File: config.mk
export PLATFORM = sky130hd
export DESIGN_NAME = ibex_rf_write_ctrl
export DESIGN_NICKNAME = d
export VERILOG_FILES = /design/src/rtl/ibex_rf_wb_pkg.sv /design/src/rtl/ibex_rf_load_fifo.sv /design/src/rtl/ibex_rf_write_ctrl.sv
export SDC_FILE = /design/constraint.sdc
export NUM_CORES = 1
export LEC_CHECK = 0
export ABC_AREA = 1
export BUFFER_PORTS_ARGS = -buffer_cell sky130_fd_sc_hd__buf_2
export CAP_MARGIN = 30
export CELL_PAD_IN_SITES_DETAIL_PLACEMENT = 2
export CELL_PAD_IN_SITES_GLOBAL_PLACEMENT = 2
export CORE_MARGIN = 2
export CORE_UTILIZATION = 34
export DETAILED_ROUTE_END_ITERATION = 6
export GPL_TIMING_DRIVEN = 0
export PLACE_DENSITY = 0.92
export REMOVE_ABC_BUFFERS = 1
export SLEW_MARGIN = 0
export SYNTH_ARGS = -nofsm -noshare
export SYNTH_HDL_FRONTEND = slang
export SYNTH_HIERARCHICAL = 1
export SYNTH_SLANG_ARGS = --single-unit
File: constraint.sdc
create_clock -name clk_i -period 4.3 [get_ports clk_i]
set_clock_uncertainty 0.15 [all_clocks]
set_input_delay 0.86 -clock clk_i [delete_from_list [all_inputs] [get_ports clk_i]]
set_output_delay 0.86 -clock clk_i [all_outputs]
set_load 0.01 [all_outputs]
File: src/rtl/ibex_rf_wb_pkg.sv
// Shared types and helpers for the Ibex register-file write-back controller.
package ibex_rf_wb_pkg;

  localparam int unsigned REG_ADDR_WIDTH = 5;
  localparam int unsigned MAX_WORDS      = 32;
  localparam int unsigned DATA_WIDTH     = 32;

  typedef logic [REG_ADDR_WIDTH-1:0] reg_addr_t;
  typedef logic [MAX_WORDS-1:0]      reg_mask_t;

  typedef struct packed {
    reg_addr_t             addr;
    logic [DATA_WIDTH-1:0] data;
  } wb_entry_t;

  typedef enum logic [1:0] {
    WB_SRC_NONE,
    WB_SRC_LSU,
    WB_SRC_SKID,
    WB_SRC_EX
  } wb_src_e;

  function automatic int unsigned addr_width(bit rv32e);
    return rv32e ? 4 : 5;
  endfunction

  function automatic int unsigned num_words(bit rv32e);
    return 32'd1 << addr_width(rv32e);
  endfunction

  // One-hot of a writable register; x0 and out-of-range addresses give an empty mask.
  function automatic reg_mask_t addr_onehot(reg_addr_t addr, int unsigned words);
    reg_mask_t mask;
    mask = '0;
    if (addr != '0 && 32'(addr) < words) mask[addr] = 1'b1;
    return mask;
  endfunction

endpackage

File: src/rtl/ibex_rf_load_fifo.sv
// In-order FIFO of destination addresses for outstanding loads.
module ibex_rf_load_fifo
  import ibex_rf_wb_pkg::*;
#(
  parameter int unsigned Depth = 2
) (
  input  logic      clk,
  input  logic      rst_n,
  input  logic      push,
  input  logic      pop,
  input  reg_addr_t wdata,
  output reg_addr_t rdata,
  output logic      empty,
  output logic      full
);

  localparam int unsigned PTR_W = (Depth > 1) ? $clog2(Depth) : 1;
  localparam int unsigned CNT_W = $clog2(Depth + 1);

  reg_addr_t        mem [Depth];
  logic [PTR_W-1:0] wptr;
  logic [PTR_W-1:0] rptr;
  logic [CNT_W-1:0] count;

  function automatic logic [PTR_W-1:0] next_ptr(logic [PTR_W-1:0] p);
    return (p == PTR_W'(Depth - 1)) ? '0 : p + 1'b1;
  endfunction

  assign empty = (count == '0);
  assign full  = (count == CNT_W'(Depth));
  assign rdata = mem[rptr];

  always_ff @(posedge clk or negedge rst_n) begin
    if (!rst_n) begin
      wptr  <= '0;
      rptr  <= '0;
      count <= '0;
    end else begin
      if (push) wptr <= next_ptr(wptr);
      if (pop)  rptr <= next_ptr(rptr);
      if (push && !pop)      count <= count + 1'b1;
      else if (pop && !push) count <= count - 1'b1;
    end
  end

  always_ff @(posedge clk) begin
    if (push) mem[wptr] <= wdata;
  end

endmodule

File: src/rtl/ibex_rf_write_ctrl.sv
// Merges ALU results and in-order load responses onto the RF write port with a RAW scoreboard.
// Define IBEX_RF_WB_FWD_EN to forward the write-cycle data and drop the hazard in that cycle.
module ibex_rf_write_ctrl
  import ibex_rf_wb_pkg::*;
#(
  parameter bit          RV32E     = 1'b0,
  parameter int unsigned DataWidth = 32,
  parameter int unsigned MaxLoads  = 2
) (
  input  logic                 clk_i,
  input  logic                 rst_ni,
  input  logic                 ex_valid_i,
  output logic                 ex_ready_o,
  input  logic [4:0]           ex_waddr_i,
  input  logic [DataWidth-1:0] ex_wdata_i,
  input  logic                 lsu_req_i,
  output logic                 lsu_req_ready_o,
  input  logic [4:0]           lsu_waddr_i,
  input  logic                 lsu_rvalid_i,
  input  logic [DataWidth-1:0] lsu_rdata_i,
  input  logic                 lsu_err_i,
  input  logic [4:0]           raddr_a_i,
  input  logic [4:0]           raddr_b_i,
  output logic                 hazard_a_o,
  output logic                 hazard_b_o,
  output logic [4:0]           rf_waddr_o,
  output logic [DataWidth-1:0] rf_wdata_o,
  output logic                 rf_we_o,
  output logic                 load_err_o
`ifdef IBEX_RF_WB_FWD_EN
  ,
  output logic [DataWidth-1:0] fwd_a_o,
  output logic [DataWidth-1:0] fwd_b_o
`endif
);

  localparam int unsigned NumWords = num_words(RV32E);

  if (DataWidth != DATA_WIDTH || MaxLoads < 1) begin : g_param_check
    $error("ibex_rf_write_ctrl: unsupported DataWidth or MaxLoads");
  end

  logic      ex_accept, lsu_accept, lsu_pop;
  logic      fifo_empty, fifo_full;
  reg_addr_t load_addr;
  logic      skid_valid_q, skid_valid_d, skid_load;
  wb_entry_t skid_q, wb_entry;
  wb_src_e   wb_src;
  logic      wb_we;
  reg_mask_t pending_q, pending_d;
  reg_mask_t ex_mask, ld_mask, set_mask, write_mask, err_mask, hazard_vec;
  logic      illegal_set;

  assign ex_ready_o      = !skid_valid_q;
  assign lsu_req_ready_o = !fifo_full;
  assign ex_accept       = ex_valid_i && ex_ready_o;
  assign lsu_accept      = lsu_req_i && lsu_req_ready_o;
  // A response with no load outstanding (e.g. issued before a reset) is dropped.
  assign lsu_pop         = lsu_rvalid_i && !fifo_empty;

  ibex_rf_load_fifo #(
    .Depth (MaxLoads)
  ) u_load_fifo (
    .clk   (clk_i),
    .rst_n (rst_ni),
    .push  (lsu_accept),
    .pop   (lsu_pop),
    .wdata (lsu_waddr_i),
    .rdata (load_addr),
    .empty (fifo_empty),
    .full  (fifo_full)
  );

  // Write-port arbitration: load response, then skid, then fresh ALU result.
  always_comb begin
    wb_src   = WB_SRC_NONE;
    wb_entry = '0;
    if (lsu_pop) begin
      wb_src   = WB_SRC_LSU;
      wb_entry = '{addr: load_addr, data: lsu_rdata_i};
    end else if (skid_valid_q) begin
      wb_src   = WB_SRC_SKID;
      wb_entry = skid_q;
    end else if (ex_accept) begin
      wb_src   = WB_SRC_EX;
      wb_entry = '{addr: ex_waddr_i, data: ex_wdata_i};
    end
  end

  assign wb_we = (wb_src != WB_SRC_NONE) && !(wb_src == WB_SRC_LSU && lsu_err_i)
                 && (addr_onehot(wb_entry.addr, NumWords) != '0);

  assign skid_load    = ex_accept && lsu_pop && (addr_onehot(ex_waddr_i, NumWords) != '0);
  assign skid_valid_d = skid_valid_q ? lsu_pop : skid_load;

  always_ff @(posedge clk_i or negedge rst_ni) begin
    if (!rst_ni) begin
      skid_valid_q <= 1'b0;
      skid_q       <= '0;
    end else begin
      skid_valid_q <= skid_valid_d;
      if (skid_load) skid_q <= '{addr: ex_waddr_i, data: ex_wdata_i};
    end
  end

  assign ex_mask    = ex_accept  ? addr_onehot(ex_waddr_i, NumWords)  : '0;
  assign ld_mask    = lsu_accept ? addr_onehot(lsu_waddr_i, NumWords) : '0;
  assign set_mask   = ex_mask | ld_mask;
  assign write_mask = rf_we_o ? addr_onehot(rf_waddr_o, NumWords) : '0;
  assign err_mask   = (lsu_pop && lsu_err_i) ? addr_onehot(load_addr, NumWords) : '0;
  assign pending_d  = (pending_q & ~(write_mask | err_mask)) | set_mask;

  always_ff @(posedge clk_i or negedge rst_ni) begin
    if (!rst_ni) begin
      rf_we_o    <= 1'b0;
      rf_waddr_o <= '0;
      rf_wdata_o <= '0;
      load_err_o <= 1'b0;
      pending_q  <= '0;
    end else begin
      rf_we_o    <= wb_we;
      load_err_o <= lsu_pop && lsu_err_i;
      pending_q  <= pending_d;
      if (wb_we) begin
        rf_waddr_o <= wb_entry.addr;
        rf_wdata_o <= wb_entry.data;
      end
    end
  end

`ifdef IBEX_RF_WB_FWD_EN
  assign hazard_vec = set_mask | (pending_q & ~write_mask);
  assign fwd_a_o    = (rf_we_o && rf_waddr_o == raddr_a_i) ? rf_wdata_o : '0;
  assign fwd_b_o    = (rf_we_o && rf_waddr_o == raddr_b_i) ? rf_wdata_o : '0;
`else
  assign hazard_vec = set_mask | pending_q;
`endif

  assign hazard_a_o = hazard_vec[raddr_a_i];
  assign hazard_b_o = hazard_vec[raddr_b_i];

  // A register may only be re-reserved in the cycle its previous write retires.
  assign illegal_set = ((ex_mask & ld_mask) != '0) || ((set_mask & pending_q & ~write_mask) != '0);

  a_no_double_pending: assert property (@(posedge clk_i) disable iff (!rst_ni) !illegal_set);

endmodule

==> results of run 1 <==
-- registers in the layout, indices dropped and copies added, names as in the netlist --
name / cells
skid_q: 37
pending_q: 32
rf_wdata_o: 32
u_load_fifo/mem: 10
rf_waddr_o: 5
u_load_fifo/count: 2
load_err_o: 1
rf_we_o: 1
skid_valid_q: 1
u_load_fifo/rptr: 1
u_load_fifo/wptr: 1
-- worst max-delay path by stage --
stage	slack, ns	start	endpoint	cells after the start
2_1_floorplan	1.11	lsu_rvalid_i	rf_waddr_o[2]	11
3_3_place_gp	-0.20	skid_valid_q	skid_q[17]	7
3_5_place_dp	0.24	lsu_rvalid_i	rf_waddr_o[2]	13
4_1_cts	0.13	skid_valid_q	hazard_b_o	12
5_1_grt	0.02	u_load_fifo/count[0]	hazard_a_o	13
6_report	0.15	u_load_fifo/count[1]	hazard_a_o	14
-- worst register-to-register path, cell delays in order, from the launching register on --
cell and delay, ns:
dfrtp_1 0.43, nor2_1 0.10, nor2_4 0.59, buf_16 0.24, inv_2 0.27, o21ai_0 0.41, nand2_1 0.14, nor2_1 0.17
nand3_1 0.16, nand2_4 0.59, inv_1 0.29, nand2_1 0.11, o21ai_1 0.08
-- power by group --
part | internal, W | switching, W
logic | 0.000809 | 0.00173
registers | 0.00172 | 0.000433
clock network | 0.00101 | 0.000625
-- area by class of cell --
cell class	count	area, um^2
tap	265	331.6
clock buffer	20	456.7
timing repair buffer	137	784.5
sequential	123	3129
antenna	3	7.507
clock inverter	12	183.9
fill	2225	11230
inverter	81	304.0
multi-input combinational	660	3229
-- stage by stage --
step / worst slack [ns] / instances / area (um^2) / util, % / hold WS, ns
6_report: 0.1460 / 1301 / 8427 / 42.88 / 0.1316
5_1_grt: 0.01828 / 1301 / 8427 / 42.88 / 0.1431
4_1_cts: 0.1304 / 1297 / 8411 / 42.79 / 0.1341
3_5_place_dp: 0.2387 / 1265 / 7770 / 39.53 / 0.2180
3_3_place_gp: -0.1959 / 1261 / 7654 / 38.94 / 0.2151
2_1_floorplan: 1.110 / 864 / 6661 / - / 0.2037
-- cell families after synthesis --
group                    after synthesis  share of synthesized area [%]
adder cells (fa/ha/maj)                1                         0.1821
XOR/XNOR                               3                         0.3825
AND/OR/NAND/NOR                      454                          29.36
multiplexers                           5                          1.093
AO/OA/AOI/OAI                        197                          15.99
buffers and inverters                119                          7.467
flip-flops                           123                          45.53
-- cell usage in the layout, fill, tap and decap left out, types with 2 or more instances in the layout --
master,instances
inv_6,4
o21ai_1,42
mux2_4,5
xor2_1,2
buf_16,4
bufinv_16,4
nand3_1,88
clkbuf_16,17
inv_1,76
dfrtp_1,112
nor2_1,25
nand2_1,266
edfxtp_1,10
o22ai_1,17
nand4_1,63
a21oi_1,40
diode_2,3
nor2_2,4
clkinvlp_4,2
o211ai_1,22
inv_2,4
clkbuf_8,2
o221ai_1,9
nor3_1,3
buf_2,131
nand2_4,2
o21ai_0,66
-- metal layers --
layer | up-vias | track usage, % | share of wire (%) | wire [um]
met5 | - | 0 | 0 | 0
met1 | 4054 | 40.08 | 40 | 13760
met2 | 444 | 55.33 | 49 | 17080
met3 | 133 | 6.531 | 7.0 | 2439
li1 | 3358 | - | - | -
met4 | 0 | 14.51 | 3.9 | 1367
-- timing repair --
item,4_1_cts,5_1_grt
endpoints found under the hold margin,0,0
setup endpoints to repair,0,2
gates resized for setup,0,1
==> impl_metrics.json, run 1 <==
{
  "die_w_um": 146.2,
  "first_pass_iters": 5,
  "syn_avg_cell_area_um2": 7.617,
  "post-route-min-period_ns": 4.154,
  "cts_htree_levels": 4,
  "hold_buffers": 0,
  "ir_drop_v": 0.0003147,
  "cts.sink_count": 123,
  "max_cap_viol_count": 0,
  "drt-wirelength-per-cell_um": 26.63,
  "drive_gt1_share_pct": 18.10,
  "cts_buffers": 17,
  "crit_fanout": 8,
  "netlist_area_um2": 6870,
  "initial_utilization_pct": 34.96,
  "synth_seq_cells": 123,
  "dieHeight_um": 146.2,
  "grt_first_pass_wirelength_um": 53840,
  "post_cts_buffers": 0,
  "num_vias": 7989,
  "tns_ns": 0,
  "final_max_slew_viol_count": 0,
  "synth_seq_area_share_pct": 45.53,
  "critPathRequiredTime_ns": 3.29,
  "gp_congestion": 0.8523,
  "slowest_stage": "nor2_1",
  "path_cells": "inv_1 -> nor2_1 -> inv_1 -> nand2_1 -> nor2_1 -> nand2_1 -> nand4_1 -> nand3_1 -> nand3_1 -> nand3_1 -> nand2_1 -> nand2_1 -> nand2_1 -> buf_2",
  "clk_pin_slew_ns": 0.06,
  "grt_max_degree": 91,
  "critPathMaxStageDelay_ns": 0.85,
  "synth_most_common_cell": "nand2_1",
  "yosysWarnings": 6,
  "root_buffer": "clkbuf_16",
  "grt-ovfl-total": 0,
  "io_buffers": 132,
  "finalPower_w": 0.006331,
  "syn2layout_area_growth_pct": 22.66,
  "power.density_nw_per_um2": 751.3,
  "drt_iter0_markers": 660,
  "worstRegToRegCells": 12,
  "grt_pass1_vias": 8746,
  "hpwl_um": 20320,
  "hold_viol": 0,
  "layout.nets": 1111,
  "r2r-end": "rf_waddr_o[2]",
  "reg2reg_slack_ns": 0.43,
  "synth_top_area_share_pct": 41.16,
  "synth_top_area_cell": "dfrtp_1",
  "slew_headroom_pct": 29.13,
  "grtUsageTotal_pct": 32.54,
  "antenna_left": 0,
  "setup_violations": 0,
  "synth_top_flop_cell": "dfrtp_1",
  "cts_buffer_depth": 2,
  "viasPerCell": 6.141,
  "rsz0062_at_grt": "false",
  "crit_family": "simple AND/OR/NAND/NOR gates",
  "num_rows": 51,
  "yosysUniqueCellTypes": 31,
  "reg2reg_from": "u_load_fifo/count[0]",
  "async_reset_ff_share_pct": 91.87,
  "drc": 0,
  "arrival_ns": 3.14,
  "setup.worst_path.start_class": "flip-flop",
  "antenna_found_initial": 3,
  "tritoncts": "built",
  "synth-edff-count": 10,
  "worstMarginPinSlew_ns": 1.059,
  "synthCells": 902,
  "routed_wl_um": 34650,
  "clk_latency_ns": 0.44,
  "ys_top_cells_by_count": "nand2_1 (266), dfrtp_1 (113), nand3_1 (88)",
  "fmax_mhz": 240.7,
  "boundaryPins": 133,
  "design.core.area_um2": 19650,
  "crit_type": "reg -> out",
  "post-route-period-util_pct": 96.61,
  "crit_buf_inv": 3,
  "status": "finished clean",
  "synthTopCellsByArea": "dfrtp_1 (41%), nand2_1 (15%), nand3_1 (6.4%)",
  "total_leakage_power_nw": 3.988,
  "endpoint_kind": "output pin",
  "die-area_um2": 21360,
  "critPathMostFrequentCell": "nand2_1",
  "worstHoldPathType": "in -> async"
}
(Power assumes the default switching activity.)
==> inputs of run 2 (changes only) <==
- PLACE_DENSITY: 0.92 -> default
- PLACE_DENSITY_LB_ADDON: default -> 0.1
- RECOVER_POWER: default -> 50
==> run 2 against run 1 <==
Effect of this change:
- the run now ends with max-capacitance violations, max-slew violations left
- utilization down 0.59 points
- maximum frequency up 1.2%
- critical path depth down 2
- clock power down 9.8%
- via count down 8.9%
- non-clock buffer count down 1
- hold slack better by 0.10 ns
- register-to-register slack better by 0.48 ns
- final cell count down 0.31%
- sequential cell count unchanged
- sequential power down 3%
- critical path type unchanged
==> impl_metrics.json, run 2 (same netlist as run 1, synthesis figures left out) <==
{
  "status": "finished, violations left",
  "violations": "max-capacitance violations, max-slew violations",
  "power.density_nw_per_um2": 695.7,
  "gp_congestion": 0.8801,
  "first_pass_iters": 5,
  "regMostFlops": "skid_q",
  "stdcell_count": 1297,
  "arrival_ns": 3.09,
  "grtUsageMet2_pct": 45.38,
  "post_cts_buffers": 0,
  "mostFrequentLayoutCells": "nand2_1 (266), buf_2 (121), dfrtp_1 (112), nand3_1 (88), inv_1 (76)",
  "final_max_slew_viol_count": 52,
  "cts_buffer_depth": 2,
  "clk_pin_slew_ns": 0.07,
  "p_clk_share_pct": 25.4,
  "endpoint_kind": "output pin",
  "clk_latency_ns": 0.43,
  "tns_ns": 0,
  "grtUsageTotal_pct": 26.68,
  "combPwrFrac_pct": 38.5,
  "syn2layout_area_growth_pct": 20.98,
  "max_cap_viol_count": 1,
  "setup_violations": 0,
  "hold_viol": 0,
  "critPathRequiredTime_ns": 3.29,
  "ir_drop_v": 0.0002781,
  "top_usage_layer": "met2",
  "rsz0062_at_grt": "false",
  "worstRegToRegCells": 8,
  "use_met1_pct": 34.89,
  "io_buffers": 132,
  "grt_max_degree": 74,
  "hold_buffers": 0,
  "crit_type": "reg -> out",
  "p_int_w": 0.003363,
  "setup.worst_path.start_class": "flip-flop",
  "multi_input_area_um2": 3229,
  "post-route-period-util_pct": 95.45,
  "antenna_found_initial": 0,
  "cts.sink_count": 123,
  "initial_utilization_pct": 34.96,
  "post-route-min-period_ns": 4.104,
  "dieHeight_um": 146.2,
  "design.core.area_um2": 19650,
  "regArea_um2": 3129,
  "die_w_um": 146.2,
  "ctsResizeCount": 0,
  "seq_power_share_pct": 36.0,
  "cts_buffers": 17,
  "grt-ovfl-total": 0,
  "p_sw_share_pct": 41.84,
  "slew_headroom_pct": -101.8,
  "layout.nets": 1110,
  "drt_iter0_markers": 352,
  "layout_commonest_cell": "nand2_1",
  "total_leakage_power_nw": 3.900,
  "num_rows": 51,
  "switchingPower_w": 0.002419,
  "tritoncts": "built",
  "diodes": 0,
  "hold_depth": 0,
  "drive_gt1_share_pct": 16.96,
  "met3_usage_pct": 4.344,
  "worstHoldPathType": "reg -> reg",
  "drt-wirelength-per-cell_um": 21.44,
  "grt_first_pass_wirelength_um": 44640,
  "utilization_pct": 42.29,
  "worstMarginPinSlew_ns": 3.027,
  "crit_fanout": 39,
  "boundaryPins": 133,
  "die-area_um2": 21360,
  "fmax_mhz": 243.6,
  "fillers": 2365,
  "reg.largest.list": "skid_q: 37 flops, pending_q: 32 flops, rf_wdata_o: 32 flops",
  "root_buffer": "clkbuf_16",
  "hpwl_um": 19000,
  "grt_pass1_vias": 7943,
  "largest_reg_flops": 37,
  "num_vias": 7274,
  "cts_htree_levels": 4,
  "placed_cells_incl_taps": 1264,
  "drc": 0,
  "finalPower_w": 0.005782,
  "routed_wl_um": 27810,
  "antenna_left": 0,
  "viasPerCell": 5.608
}
## run 2: cell count changes in the layout (fill, tap and decap cells not counted), sizes merged
cell / before / now
buf: 137 / 125
clkbuf: 20 / 29
diode: 3 / 0
clkinvlp: 2 / 5
inv: 84 / 86
bufinv: 4 / 2
clkinv: 3 / 2
## run 2: final cells by class
cell class | count | area share (%)
inverters | 81 | 3.658
clock inverters | 14 | 1.912
flip-flops and latches | 123 | 37.65
clock buffers | 18 | 5.163
repair buffers | 136 | 8.776
multi-input cells | 660 | 38.85
well taps | 265 | 3.989
## run 2: power groups by stage
stage | sequential [W] | clock, W | combinational [W]
6_report | 0.00208 | 0.00147 | 0.00223
5_1_grt | 0.00216 | 0.00154 | 0.00253
4_1_cts | 0.00209 | 0.00150 | 0.00226
3_5_place_dp | 0.00209 | 0 | 0.00223
3_3_place_gp | 0.00206 | 0 | 0.00212
2_1_floorplan | 0.00208 | 0 | 0.00134
## run 2: critical path, cell delays in order (launching register included)
cell     delay [ns]
dfrtp_2        0.71
inv_2          0.20
nand2_4        0.13
nor2_2         0.56
nand2_1        0.20
nand4_1        0.14
nand3_1        0.09
nand3_1        0.12
nand3_1        0.15
nand2_1        0.13
nand2_1        0.05
nand2_1        0.06
buf_2          0.12
## run 2: final timing paths
kind                               from            end  slack, ns
setup / recovery           skid_valid_q     hazard_a_o       0.20
hold / removal             pending_q[0]   pending_q[0]       0.23
setup reg to reg           skid_valid_q     skid_q[26]       0.91
hold reg to reg            pending_q[0]   pending_q[0]       0.23
max in group asynchronous        rst_ni  pending_q[15]       1.01
min in group asynchronous        rst_ni  rf_wdata_o[0]       1.27
## run 2: per-stage QoR
| stage | hold WS [ns] | setup WS [ns] | instance area (um^2) |
|---|---|---|---|
| floorplan | 0.2037 | 1.110 | 6661 |
| global placement | 0.2165 | -0.3653 | 7654 |
| detailed placement | 0.2183 | 0.3594 | 7736 |
| CTS | 0.2338 | 0.2381 | 8324 |
| global route | 0.2431 | 0.01775 | 8312 |
| finish | 0.2329 | 0.1956 | 8312 |
## run 2: routing by layer
metal  part of all wire (%)  vias up
met5                      0        -
met4                    2.3        0
met3                    5.2       48
met2                     49      213
met1                     44     3668
li1                       -     3345
